`config.mk`:
```
export PLATFORM = sky130hd
export DESIGN_NAME = scan_misr_ctrl
export DESIGN_NICKNAME = d
export VERILOG_FILES = /design/src/rtl/scan_misr_ctrl.sv
export SDC_FILE = /design/constraint.sdc
export NUM_CORES = 1
export LEC_CHECK = 0
export ABC_AREA = 1
export BUFFER_PORTS_ARGS = -buffer_cell sky130_fd_sc_hd__buf_4
export CORE_MARGIN = 10
export CORE_UTILIZATION = 50
export DETAILED_ROUTE_END_ITERATION = 6
export PLACE_DENSITY = 0.76
export SLEW_MARGIN = 20
export SYNTH_ARGS = -nofsm -noshare
export SYNTH_HDL_FRONTEND = slang
export SYNTH_SLANG_ARGS = --single-unit
```
`constraint.sdc`:
```
create_clock -name CK -period 2.55 [get_ports CK]
set_input_delay 0.3825 -clock CK [delete_from_list [all_inputs] [get_ports CK]]
set_output_delay 0.3825 -clock CK [all_outputs]
set_load 0.03 [all_outputs]
```
`src/rtl/scan_misr_ctrl.sv`:
```
// Scan test session controller: streams patterns into NUM_CHAINS scan chains
// and compacts the chain scan-out into a MISR signature.
//
// state   | meaning
// IDLE    | waiting for start
// LOAD    | shift in first pattern; chain contents unknown, no compaction
// CAPTURE | single functional clock into the chains
// SHIFT   | shift in next pattern while compacting previous response
// UNLOAD  | flush the last response into the MISR
// DONE    | one-cycle completion pulse
module scan_misr_ctrl #(
    parameter int                NUM_CHAINS = 4,
    parameter int                CHAIN_LEN  = 8,
    parameter int                MISR_W     = 16,
    parameter logic [MISR_W-1:0] MISR_POLY  = 16'h1021,
    parameter logic [MISR_W-1:0] MISR_SEED  = '0
) (
    input  logic                  CK,
    input  logic                  RST,
    input  logic                  start,
    input  logic                  abort,
    input  logic [15:0]           num_pat,
    input  logic                  pat_valid,
    input  logic [NUM_CHAINS-1:0] pat_data,
    input  logic [NUM_CHAINS-1:0] so_in,
    output logic                  pat_ready,
    output logic                  scan_en,
    output logic                  chain_ce,
    output logic [NUM_CHAINS-1:0] si_out,
    output logic                  busy,
    output logic                  done,
    output logic [MISR_W-1:0]     signature
);
    localparam int            CW        = $clog2(CHAIN_LEN);
    localparam logic [CW-1:0] LAST_BEAT = CW'(CHAIN_LEN - 1);

    typedef enum logic [2:0] {
        S_IDLE, S_LOAD, S_CAPTURE, S_SHIFT, S_UNLOAD, S_DONE
    } state_t;

    state_t            state, state_next;
    logic [CW-1:0]     shift_cnt;
    logic [15:0]       pat_cnt, num_pat_q;
    logic [MISR_W-1:0] sig, so_ext, sig_step;
    logic              arm, cnt_reload, cnt_step, pat_inc, sig_seed, sig_comp;

    always_comb begin
        so_ext = '0;
        so_ext[NUM_CHAINS-1:0] = so_in;
        sig_step = {sig[MISR_W-2:0], 1'b0} ^ (sig[MISR_W-1] ? MISR_POLY : '0) ^ so_ext;
    end

    always_comb begin
        state_next = state;
        pat_ready  = 1'b0;
        scan_en    = 1'b0;
        chain_ce   = 1'b0;
        si_out     = '0;
        arm        = 1'b0;
        cnt_reload = 1'b0;
        cnt_step   = 1'b0;
        pat_inc    = 1'b0;
        sig_seed   = 1'b0;
        sig_comp   = 1'b0;
        case (state)
            S_IDLE: begin
                if (start) begin
                    sig_seed = 1'b1;
                    if (num_pat != 16'd0) begin
                        arm        = 1'b1;
                        cnt_reload = 1'b1;
                        state_next = S_LOAD;
                    end else begin
                        state_next = S_DONE;
                    end
                end
            end
            S_LOAD, S_SHIFT: begin
                pat_ready = 1'b1;
                scan_en   = 1'b1;
                chain_ce  = pat_valid;
                si_out    = pat_valid ? pat_data : '0;
                if (pat_valid) begin
                    cnt_step = 1'b1;
                    sig_comp = (state == S_SHIFT);
                    if (shift_cnt == '0) state_next = S_CAPTURE;
                end
            end
            S_CAPTURE: begin
                chain_ce   = 1'b1;
                pat_inc    = 1'b1;
                cnt_reload = 1'b1;
                state_next = (pat_cnt == num_pat_q - 16'd1) ? S_UNLOAD : S_SHIFT;
            end
            S_UNLOAD: begin
                scan_en  = 1'b1;
                chain_ce = 1'b1;
                cnt_step = 1'b1;
                sig_comp = 1'b1;
                if (shift_cnt == '0) state_next = S_DONE;
            end
            S_DONE:  state_next = S_IDLE;
            default: state_next = S_IDLE;
        endcase
        // abort wins over every transition and freezes the signature
        if (abort && state != S_IDLE) begin
            state_next = S_IDLE;
            cnt_step   = 1'b0;
            cnt_reload = 1'b0;
            pat_inc    = 1'b0;
            sig_comp   = 1'b0;
        end
    end

    always_ff @(posedge CK or posedge RST) begin
        if (RST) state <= S_IDLE;
        else     state <= state_next;
    end

    always_ff @(posedge CK or posedge RST) begin
        if (RST) begin
            shift_cnt <= '0;
            pat_cnt   <= '0;
            num_pat_q <= '0;
            sig       <= MISR_SEED;
        end else begin
            if (arm) begin
                num_pat_q <= num_pat;
                pat_cnt   <= '0;
            end else if (pat_inc) begin
                pat_cnt <= pat_cnt + 16'd1;
            end
            if (cnt_reload)
                shift_cnt <= LAST_BEAT;
            else if (cnt_step)
                shift_cnt <= (shift_cnt == '0) ? LAST_BEAT : shift_cnt - CW'(1);
            if (sig_seed)      sig <= MISR_SEED;
            else if (sig_comp) sig <= sig_step;
        end
    end

    assign signature = sig;
    assign busy      = (state != S_IDLE);
    assign done      = (state == S_DONE);

endmodule

```
==> results.cfg <==
[status]
status = completed

[finish]
areaGrowthSynthToFinish_pct = 15.9
nets = 556
drive_gt1_share_pct = 21.8
layout_commonest_cell = nand2_1
fillers = 631
layout_common_cells = 106 x nand2_1, 59 x inv_1, 55 x buf_4, 54 x dfrtp_1, 45 x nor2_1
n_antenna_cell = 0

[clock_network]
cts_setup_buffers = 0
post_cts_resized = 0
ctsHoldBuffers = 0
tritoncts = done
htree_levels = 2
clock_sinks = 54
clock_latency_ns = 0.33
cts_buffer_depth = 2
root_buffer = clkbuf_8
cts_made_buffers = 5
cts.clk_slew.worst_paths_ns = 0.11

[setup_path]
critPathTopFamily = simple AND/OR/NAND/NOR gates
criticalPathCategory = reg2reg
crit_fanout = 5
crit_required_ns = 2.77
crit_top_cell = nand2_1
startpoint_type = flip-flop
worstReg2RegStart = num_pat_q[1]$_DFFE_PP0P_
timing.rr.end = state[0]$_DFFE_PP0P_
critPathSlowestCell = dfrtp_1
critPathCaptureType = flip-flop
critical_path_buf_inv_count = 1
r2r_slack_ns = 0.66
worstRegToRegCells = 13
crit_path_cell_trace = inv_1 -> ha_1 -> nand3_2 -> nor2_4 -> nand2_1 -> nand3_1 -> nand3b_1 -> nor2_1 -> nand3_1 -> nand2_1 -> nand2_1 -> nand2_1 -> nand2_1
arrival_ns = 2.11
max_stage_delay_ns = 0.37

[pwr]
p_clk_share_pct = 12.3
seqPwrFrac_pct = 33.5
ir_worst_vdd_v = 0.000648
leakage_nw = 1.97
combPwrFrac_pct = 54.2
power_switching_mw = 2.14
p_int_mw = 2.18
powerDensity_nw_per_um2 = 1050
swShare_pct = 49.6

[timing]
finalCriticalPeriod_ns = 1.89
setup_slack_ns = 0.655
fin_setup_tns_ns = 0
tightest_slew_ns = 0.555
fmax_mhz = 528
skew_ns = 0.00985
relSlewSlack_pct = 62.7
finalCritPeriodShare_pct = 74.3
hold_viol_final = 0
slew_violations = 0
rsz0062_at_grt = no
finalSetupViolations = 0

[drt]
ant_nets = 0
vias = 3132
routed_wl_mm = 8.41
wl_per_cell_um = 13.6
drt-vias-per-instance = 5.05
first_pass_iters = 4
drt_iter0_markers = 203
drc = 0

[synth]
synth_warnings = 0
ys_seq_area_share_pct = 37.9
synth_top_area_share_pct = 37.9
synth-seq-cells = 54
synth_edf_count = 0
synth.area.top_cells = dfrtp_1 38%, nand2_1 11%, inv_1 6.3%, nand3_1 5.1%, nor2_1 4.7%
syn-mean-instance-area_um2 = 7.60
async_reset_ff_share_pct = 100
netlist_instances = 469
synth.largest_area_cell = dfrtp_1
syn_nets = 502
ys.flop_type = dfrtp_1
syn-cell-area_um2 = 3560
synth_cell_types = 41

[floorplanning]
design.core.area_um2 = 6870
chipWidth_um = 104
num_rows = 30
die_h_um = 104
start_util_pct = 51.9
io_pins = 54
fp.dieArea_um2 = 10900

[place]
port-buffer-count = 53
dp_slack_ns = 0.505
dpl.hpwl_mm = 6.44
gp_congestion = 0.926

[grt]
grt_max_degree = 55
grt_pass1_wl_mm = 14.2
antenna_found_initial = 0
grt_pass1_vias = 3153
grtUsageTotal_pct = 15.1
grt_overflow_total = 0

[worst_hold_path]
hp-class = in2async

[job]
drv_cap = 0
## registers in the layout, summed over array words and instances, names as in the netlist
| name | count |
|---|---|
| shift_cnt | 3 |
| signature | 16 |
| pat_cnt | 16 |
| num_pat_q | 16 |
| state | 3 |
## worst min-delay path: cells and delay by family
family	cells	cell delay, ns
buf+inv	3	0.43
## through the flow
| stage | util (%) | instance area, um2 | instances | hold slack, ns | total power, mW |
|---|---|---|---|---|---|
| after floorplan | - | 3560 | 469 | 0.443 | 3.22 |
| after global placement | 58.7 | 4030 | 612 | 0.458 | 3.74 |
| after detailed placement | 58.7 | 4030 | 612 | 0.468 | 3.81 |
| after CTS | 60.1 | 4130 | 620 | 0.109 | 4.34 |
| after global routing | 60.1 | 4130 | 620 | 0.115 | 4.68 |
| final | 60.1 | 4130 | 620 | 0.0885 | 4.32 |
## cell families (layout without fill, tap and decap cells)
family                     count (synthesis)  count (layout)  synth area share (%)
buffers and inverters                     80             135                  9.98
and+or+nand+nor                          246             246                  35.2
AOI/OAI and AO/OA                         65              65                  10.6
xor gates and xnor gates                  20              20                  4.92
adders and majority gates                  4               4                  1.41
DFF                                       54              54                  37.9
## final cells by class
cell class / instances / area (um2) / share of cell area, %
Inverter: 71 / 272 / 6.58
Tap cell: 96 / 120 / 2.91
Sequential cell: 54 / 1350 / 32.7
Clock buffer: 5 / 68.8 / 1.67
Clock inverter: 3 / 28.8 / 0.697
Multi-Input combinational cell: 335 / 1860 / 44.9
Timing Repair Buffer: 56 / 433 / 10.5
## power groups by stage
stage,Clock (mW),Sequential (mW),Combinational (mW)
finish,0.530,1.45,2.34
global route,0.575,1.48,2.62
CTS,0.538,1.44,2.36
detailed placement,0,1.45,2.36
global placement,0,1.45,2.29
floorplan,0,1.60,1.62
## synthesized netlist by cell type (6+ instances only)
cell and number:
inv_2 9, a21oi_1 8, nand3_1 36, o21ai_0 27, o21ai_1 18, inv_1 60, xor2_1 11, nor3_1 10
nor2_1 45, nand3b_1 8, xnor2_1 9, nand2_1 106, buf_6 6, dfrtp_1 54
## per-layer routing
metal	part of all wire (%)	global-route usage (%)
met1	45	18.6
met2	47	25.2
met3	5.9	3.97
met4	1.7	4.17
met5	0	0
## worst max-delay path by stage
stage | startpoint | endpoint | slack (ns) | cells past startpoint
6_report | num_pat_q[1]$_DFFE_PP0P_ | state[0]$_DFFE_PP0P_ | 0.66 | 13
5_1_grt | num_pat_q[0]$_DFFE_PP0P_ | state[0]$_DFFE_PP0P_ | 0.44 | 13
4_1_cts | num_pat_q[1]$_DFFE_PP0P_ | state[0]$_DFFE_PP0P_ | 0.68 | 13
3_5_place_dp | num_pat[0] | shift_cnt[2]$_DFFE_PP0P_ | 0.50 | 9
2_1_floorplan | state[2]$_DFFE_PP0P_ | si_out[0] | 0.75 | 3
3_3_place_gp | num_pat[0] | shift_cnt[2]$_DFFE_PP0P_ | 0.52 | 9
(Power assumes the default switching activity.)
